[config.mk]
export PLATFORM = sky130hd
export DESIGN_NAME = alu_seq
export DESIGN_NICKNAME = d
export VERILOG_FILES = /design/src/rtl/alu_seq.sv
export SDC_FILE = /design/constraint.sdc
export NUM_CORES = 1
export LEC_CHECK = 0
export ABC_AREA = 1
export CORE_MARGIN = 2
export CORE_UTILIZATION = 40
export DETAILED_ROUTE_END_ITERATION = 12
export GPL_ROUTABILITY_DRIVEN = 0
export GPL_TIMING_DRIVEN = 0
export MAX_ROUTING_LAYER = met4
export PLACE_DENSITY_LB_ADDON = 0.15
export RECOVER_POWER = 50
export SETUP_SLACK_MARGIN = 0.15
export SLEW_MARGIN = 20
export SYNTH_ARGS = -nofsm -noshare
export SYNTH_HDL_FRONTEND = slang
export SYNTH_SLANG_ARGS = --single-unit
export TNS_END_PERCENT = 1
[constraint.sdc]
create_clock -name clk -period 5.6 [get_ports clk]
set_clock_uncertainty 0.15 [all_clocks]
set_input_delay 0.56 -clock clk [delete_from_list [all_inputs] [get_ports clk]]
set_output_delay 0.56 -clock clk [all_outputs]
set_load 0.005 [all_outputs]
[src/rtl/alu_seq.sv]
// alu_seq: sequential ALU with a valid/ready request and result handshake.
// Single-cycle ops (logic, add/sub, shifts, SLT) and divide-by-zero finish
// one cycle after accept; MULU (shift-add) and DIVU (restoring) iterate
// BITS cycles in BUSY. Results are held in DONE until out_ready.
// Ports:
//   clk, rst_n            clock, asynchronous active-low reset
//   in_valid / in_ready   request handshake (ready only in IDLE)
//   a, b, select          operands and 4-bit opcode (a = shift amount)
//   out_valid / out_ready result handshake (valid only in DONE)
//   c, hi                 primary result; product upper half / remainder
//   zero, cout, ovf, dz   result flags
module alu_seq #(
  parameter int unsigned BITS = 8
) (
  input  logic            clk,
  input  logic            rst_n,
  input  logic            in_valid,
  output logic            in_ready,
  input  logic [BITS-1:0] a,
  input  logic [BITS-1:0] b,
  input  logic [3:0]      select,
  output logic            out_valid,
  input  logic            out_ready,
  output logic [BITS-1:0] c,
  output logic [BITS-1:0] hi,
  output logic            zero,
  output logic            cout,
  output logic            ovf,
  output logic            dz
);

  localparam int unsigned MSB   = BITS - 1;
  localparam int unsigned CNT_W = $clog2(BITS + 1);

  localparam logic [1:0] S_IDLE = 2'd0;
  localparam logic [1:0] S_BUSY = 2'd1;
  localparam logic [1:0] S_DONE = 2'd2;

  localparam logic [3:0] OP_AND  = 4'b0000;
  localparam logic [3:0] OP_OR   = 4'b0001;
  localparam logic [3:0] OP_ADD  = 4'b0010;
  localparam logic [3:0] OP_SRA  = 4'b0011;
  localparam logic [3:0] OP_SRL  = 4'b0100;
  localparam logic [3:0] OP_NOR  = 4'b0101;
  localparam logic [3:0] OP_SUB  = 4'b0110;
  localparam logic [3:0] OP_XOR  = 4'b1001;
  localparam logic [3:0] OP_SLT  = 4'b1010;
  localparam logic [3:0] OP_SLL  = 4'b1011;
  localparam logic [3:0] OP_MULU = 4'b1100;
  localparam logic [3:0] OP_DIVU = 4'b1101;

  // State and output registers
  logic [1:0]       r_state;
  logic             r_in_ready;
  logic             r_out_valid;
  logic [BITS-1:0]  r_c;
  logic [BITS-1:0]  r_hi;
  logic             r_zero;
  logic             r_cout;
  logic             r_ovf;
  logic             r_dz;
  // Iterative datapath: r_wh/r_wl form the running {hi,lo} pair
  logic [BITS-1:0]  r_wh;
  logic [BITS-1:0]  r_wl;
  logic [BITS-1:0]  r_opb;
  logic             r_is_div;
  logic [CNT_W-1:0] r_cnt;

  logic [1:0]       w_state_nxt;
  logic [BITS-1:0]  w_c_nxt;
  logic [BITS-1:0]  w_hi_nxt;
  logic             w_zero_nxt;
  logic             w_cout_nxt;
  logic             w_ovf_nxt;
  logic             w_dz_nxt;
  logic [BITS-1:0]  w_wh_nxt;
  logic [BITS-1:0]  w_wl_nxt;
  logic [BITS-1:0]  w_opb_nxt;
  logic             w_is_div_nxt;
  logic [CNT_W-1:0] w_cnt_nxt;

  logic [BITS:0]    w_sum;
  logic [BITS:0]    w_diff;
  logic             w_lt;
  logic [BITS-1:0]  w_alu_c;
  logic [BITS-1:0]  w_alu_hi;
  logic             w_alu_cout;
  logic             w_alu_ovf;
  logic             w_alu_dz;

  logic [BITS:0]    w_mul_sum;
  logic [BITS:0]    w_div_rs;
  logic [BITS:0]    w_div_diff;
  logic             w_div_ge;
  logic [BITS-1:0]  w_it_wh;
  logic [BITS-1:0]  w_it_wl;
  logic             w_multi;

  assign in_ready  = r_in_ready;
  assign out_valid = r_out_valid;
  assign c         = r_c;
  assign hi        = r_hi;
  assign zero      = r_zero;
  assign cout      = r_cout;
  assign ovf       = r_ovf;
  assign dz        = r_dz;

  // Single-cycle result from the live inputs (used only on accept)
  always_comb begin : alu_single
    w_sum      = {1'b0, a} + {1'b0, b};
    w_diff     = {1'b0, a} - {1'b0, b};
    w_lt       = $signed(a) < $signed(b);
    w_alu_c    = '1;
    w_alu_hi   = '0;
    w_alu_cout = 1'b0;
    w_alu_ovf  = 1'b0;
    w_alu_dz   = 1'b0;
    case (select)
      OP_AND: w_alu_c = a & b;
      OP_OR:  w_alu_c = a | b;
      OP_XOR: w_alu_c = a ^ b;
      OP_NOR: w_alu_c = ~(a | b);
      OP_ADD: begin
        w_alu_c    = w_sum[MSB:0];
        w_alu_cout = w_sum[BITS];
        w_alu_ovf  = (a[MSB] == b[MSB]) && (w_sum[MSB] != a[MSB]);
      end
      OP_SUB: begin
        w_alu_c    = w_diff[MSB:0];
        w_alu_cout = w_diff[BITS];
        w_alu_ovf  = (a[MSB] != b[MSB]) && (w_diff[MSB] != a[MSB]);
      end
      // Shift amounts >= BITS naturally give zero / sign fill
      OP_SRA:  w_alu_c = $signed(b) >>> a;
      OP_SRL:  w_alu_c = b >> a;
      OP_SLL:  w_alu_c = b << a;
      OP_SLT:  w_alu_c = BITS'(w_lt);
      OP_MULU: w_alu_c = '0;
      // Reached on the single-cycle path only when b == 0
      OP_DIVU: begin
        w_alu_c  = '1;
        w_alu_hi = a;
        w_alu_dz = 1'b1;
      end
      default: w_alu_c = '1;
    endcase
  end

  // One shift-add or restoring-divide step on the working pair
  always_comb begin : iter_step
    w_mul_sum  = {1'b0, r_wh} + (r_wl[0] ? {1'b0, r_opb} : '0);
    w_div_rs   = {r_wh, r_wl[MSB]};
    w_div_diff = w_div_rs - {1'b0, r_opb};
    w_div_ge   = ~w_div_diff[BITS];
    if (r_is_div) begin
      w_it_wh = w_div_ge ? w_div_diff[MSB:0] : w_div_rs[MSB:0];
      w_it_wl = {r_wl[MSB-1:0], w_div_ge};
    end else begin
      w_it_wh = w_mul_sum[BITS:1];
      w_it_wl = {w_mul_sum[0], r_wl[MSB:1]};
    end
  end

  assign w_multi = (select == OP_MULU) || ((select == OP_DIVU) && (b != '0));

  // Next-state and next-output logic
  always_comb begin : fsm_next
    w_state_nxt  = r_state;
    w_c_nxt      = r_c;
    w_hi_nxt     = r_hi;
    w_zero_nxt   = r_zero;
    w_cout_nxt   = r_cout;
    w_ovf_nxt    = r_ovf;
    w_dz_nxt     = r_dz;
    w_wh_nxt     = r_wh;
    w_wl_nxt     = r_wl;
    w_opb_nxt    = r_opb;
    w_is_div_nxt = r_is_div;
    w_cnt_nxt    = r_cnt;
    case (r_state)
      S_IDLE: begin
        if (in_valid) begin
          if (w_multi) begin
            w_state_nxt  = S_BUSY;
            w_is_div_nxt = (select == OP_DIVU);
            w_wh_nxt     = '0;
            w_wl_nxt     = (select == OP_DIVU) ? a : b;
            w_opb_nxt    = (select == OP_DIVU) ? b : a;
            w_cnt_nxt    = '0;
          end else begin
            w_state_nxt = S_DONE;
            w_c_nxt     = w_alu_c;
            w_hi_nxt    = w_alu_hi;
            w_zero_nxt  = (w_alu_c == '0);
            w_cout_nxt  = w_alu_cout;
            w_ovf_nxt   = w_alu_ovf;
            w_dz_nxt    = w_alu_dz;
          end
        end
      end
      S_BUSY: begin
        w_wh_nxt  = w_it_wh;
        w_wl_nxt  = w_it_wl;
        w_cnt_nxt = r_cnt + CNT_W'(1);
        // Last iteration publishes the result directly
        if (r_cnt == CNT_W'(BITS - 1)) begin
          w_state_nxt = S_DONE;
          w_cnt_nxt   = '0;
          w_c_nxt     = w_it_wl;
          w_hi_nxt    = w_it_wh;
          w_zero_nxt  = r_is_div ? (w_it_wl == '0) : ({w_it_wh, w_it_wl} == '0);
          w_cout_nxt  = ~r_is_div && (w_it_wh != '0);
          w_ovf_nxt   = 1'b0;
          w_dz_nxt    = 1'b0;
        end
      end
      S_DONE: begin
        if (out_ready) begin
          w_state_nxt = S_IDLE;
        end
      end
      default: w_state_nxt = S_IDLE;
    endcase
  end

  // State and output registers
  always_ff @(posedge clk or negedge rst_n) begin
    if (!rst_n) begin
      r_state     <= S_IDLE;
      r_in_ready  <= 1'b0;
      r_out_valid <= 1'b0;
      r_c         <= '0;
      r_hi        <= '0;
      r_zero      <= 1'b0;
      r_cout      <= 1'b0;
      r_ovf       <= 1'b0;
      r_dz        <= 1'b0;
      r_wh        <= '0;
      r_wl        <= '0;
      r_opb       <= '0;
      r_is_div    <= 1'b0;
      r_cnt       <= '0;
    end else begin
      r_state     <= w_state_nxt;
      r_in_ready  <= (w_state_nxt == S_IDLE);
      r_out_valid <= (w_state_nxt == S_DONE);
      r_c         <= w_c_nxt;
      r_hi        <= w_hi_nxt;
      r_zero      <= w_zero_nxt;
      r_cout      <= w_cout_nxt;
      r_ovf       <= w_ovf_nxt;
      r_dz        <= w_dz_nxt;
      r_wh        <= w_wh_nxt;
      r_wl        <= w_wl_nxt;
      r_opb       <= w_opb_nxt;
      r_is_div    <= w_is_div_nxt;
      r_cnt       <= w_cnt_nxt;
    end
  end

endmodule
==> flow_summary.json <==
{
  "maxCapViolCount": 1,
  "power_density_nw_per_um2": 392,
  "slew_headroom": -0.931,
  "cts_tree": "done",
  "initial_utilization": 0.411,
  "total_leakage_power_nw": 3.27,
  "synth_ff_type": "dfrtp_1",
  "drv_slew": 54,
  "ir_worst_vdd_uv": 172,
  "crit_arrival_ns": 3.67,
  "first_pass_iters": 7,
  "routed_wl_um": 19000,
  "hp-class": "reg2reg",
  "core_um2": 13900,
  "insertion_delay_ns": 0.30,
  "fmax_mhz": 279,
  "fp.dieArea_um2": 15300,
  "syn_nets": 962,
  "final.period_utilization": 0.639,
  "grt_pass1_wl_um": 30100,
  "cts_buffers": 5,
  "grt_pass1_vias": 5822,
  "fill_cells": 1494,
  "use_met3": 0.0169,
  "critPathCaptureType": "register",
  "hold_buffers": 0,
  "rsz0062_at_grt": "no",
  "ios": 46,
  "portBuffers": 45,
  "die_h_um": 124,
  "synth_seq_cells": 53,
  "synth_top_family_by_area": "simple AND/OR/NAND/NOR gates",
  "gr-total-overflow": 0,
  "finalSetupViolations": 0,
  "area.growth.synth_to_final_pct": 14.2,
  "synth_fa_ha_area_frac": 0.108,
  "fin_util": 0.469,
  "synth-simple-area-share": 0.370,
  "h-tree-depth": 2,
  "clock_sinks": 53,
  "cts_resized": 0,
  "yosysWarnings": 0,
  "synth_edf_count": 0,
  "post_cts.repair.setup_buffers": 0,
  "busiest_layer": "met2",
  "min_period_ns": 3.58,
  "syn-cell-area_um2": 5720,
  "synth_largest_area_cell": "dfrtp_1",
  "synth_area_leaders": "dfrtp_1 23%, nand2_1 15%, ha_1 9.4%, nand3_1 8.2%, inv_1 6.8%",
  "yosysUniqueCellTypes": 53,
  "finalHoldViolations": 0,
  "antenna_found_initial": 0,
  "met1_usage": 0.346,
  "cp-start-kind": "input port",
  "die_w_um": 124,
  "dr_total_vias": 6122,
  "drt_iter0_drc": 484,
  "fin_nets": 1014,
  "synth_most_common_cell": "nand2_1",
  "ys_seq_area_frac": 0.232,
  "drive_above_1_share": 0.0837,
  "grt_max_degree": 54,
  "outcome": "finished with violations",
  "async_flop_share": 1.00,
  "syn_inst": 891,
  "diodes": 0,
  "crit_required_ns": 5.69,
  "wl_per_cell_um": 16.9,
  "synth_top_area_frac": 0.232,
  "viasPerCell": 5.45,
  "yosys-top-cells-count": "236 x nand2_1, 103 x inv_1, 94 x nand3_1",
  "muxShareOfSynthArea": 0,
  "synth_xor_area_frac": 0.00918,
  "synth.avg_cell_area_um2": 6.42,
  "failed_checks": "max-capacitance violations, max-slew violations",
  "crit_fanout": 12,
  "crit_type": "in2reg",
  "grt_use_met2": 0.429,
  "tightest_slew_ns": 2.90,
  "root_buffer": "clkbuf_16",
  "tns_ns": 0,
  "clk_pin_slew_ns": 0.07,
  "ant_nets": 0,
  "placementRows": 43,
  "grt.total_usage": 0.264,
  "drc": 0,
  "clk_path_buf_depth": 2,
  "hpwl_um": 15200,
  "synth_compound_area_frac": 0.179
}
[kinds of logic after synthesis]
kind of cell             Yosys count
AND/OR/NAND/NOR                  475
buffers and inverters            143
adder cells (fa/ha/maj)           47
XOR/XNOR                           6
AO/OA/AOI/OAI                    167
flip-flops                        53
[final timing paths]
| check | slack [ns] | from | depth (start not counted) | endpoint |
|---|---|---|---|---|
| worst max-delay path | 2.02 | a[0] | 21 | zero |
| worst min-delay path | 0.32 | dz | 2 | dz |
| worst max register to register | 2.55 | r_wl[0] | 20 | zero |
| worst min register to register | 0.32 | dz | 2 | dz |
| max in group asynchronous | 2.59 | rst_n | 1 | r_is_div |
| min in group asynchronous | 1.04 | rst_n | 1 | r_wh[7] |
[power by group]
part	leakage, nW	internal (mW)	total, mW	switching [mW]
combinational	2.53	0.607	1.60	0.993
sequential	0.667	0.542	0.646	0.104
clock	0.0712	0.167	0.313	0.146
total	3.27	1.32	2.56	1.24
[layout by cell type (no fill, tap or decap), drive strengths merged, types with 2 or more instances in the layout]
cell | synthesis | final
o21ai | 64 | 64
o21a | 2 | 2
ha | 43 | 43
xor2 | 3 | 3
inv | 114 | 115
o22ai | 2 | 2
fa | 4 | 4
a21o | 2 | 2
clkbuf | 9 | 16
a22o | 3 | 3
dfrtp | 53 | 53
clkinv | 3 | 4
o31ai | 3 | 3
nor3 | 7 | 7
clkdlybuf4s50 | 0 | 33
dlygate4sd3 | 0 | 11
nand2 | 248 | 248
a31oi | 11 | 11
xnor2 | 3 | 3
or2 | 10 | 10
a21oi | 44 | 44
nand4 | 15 | 15
nor2 | 93 | 93
o211ai | 16 | 16
o221ai | 12 | 12
nand3b | 2 | 2
buf | 17 | 17
nand3 | 98 | 98
[cell type report]
cell class	count	area (µm²)	area share
Timing Repair Buffer	45	444	0.0680
Buffer	26	143	0.0218
Inverter	117	440	0.0674
Tap cell	180	225	0.0345
Clock buffer	6	129	0.0197
Multi-Input combinational cell	695	3810	0.584
Sequential cell	53	1330	0.203
Clock inverter	2	13.8	0.00211
[layer usage]
layer	part of all wire	wire, µm	vias to the layer above
li1	-	-	3074
met1	0.44	8430	2775
met2	0.47	8850	231
met3	0.055	1050	42
met4	0.035	662	0
met5	0	0	-
[sequential cells by signal, indices dropped and copies added, names as in the netlist]
register and cells:
c 8, cout 1, dz 1, hi 8
in_ready 1, out_valid 1, ovf 1, r_cnt 4
r_is_div 1, r_opb 8, r_state 2, r_wh 8
r_wl 8, zero 1
[worst max-delay path, stage by stage]
cell and delay (ns):
clkdlybuf4s50_1 0.55, inv_1 0.18, buf_4 0.25, ha_1 0.17, inv_1 0.05, fa_1 0.43, inv_1 0.08, nor2_1 0.05
o21ai_0 0.20, nand2_1 0.08, nor2_1 0.09, nor3_1 0.05, nor2_1 0.23, nand2_1 0.14, nor2_1 0.11, nand2_1 0.06
nor2_1 0.11, nand3_1 0.11, nand3_1 0.09, nand2_1 0.05, inv_1 0.04
[per-stage QoR]
stage | instance area, µm² | hold slack, ns | worst slack (ns) | std cells | power (mW)
floorplan | 5720 | 0.114 | 2.93 | 891 | 1.74
global placement | 6400 | 0.319 | 1.78 | 1116 | 2.24
detailed placement | 6400 | 0.321 | 1.78 | 1116 | 2.25
CTS | 6540 | 0.187 | 2.07 | 1124 | 2.57
global route | 6540 | 0.382 | 1.75 | 1124 | 2.81
finish | 6540 | 0.325 | 2.02 | 1124 | 2.56
Power figures use the tool's default switching activity.
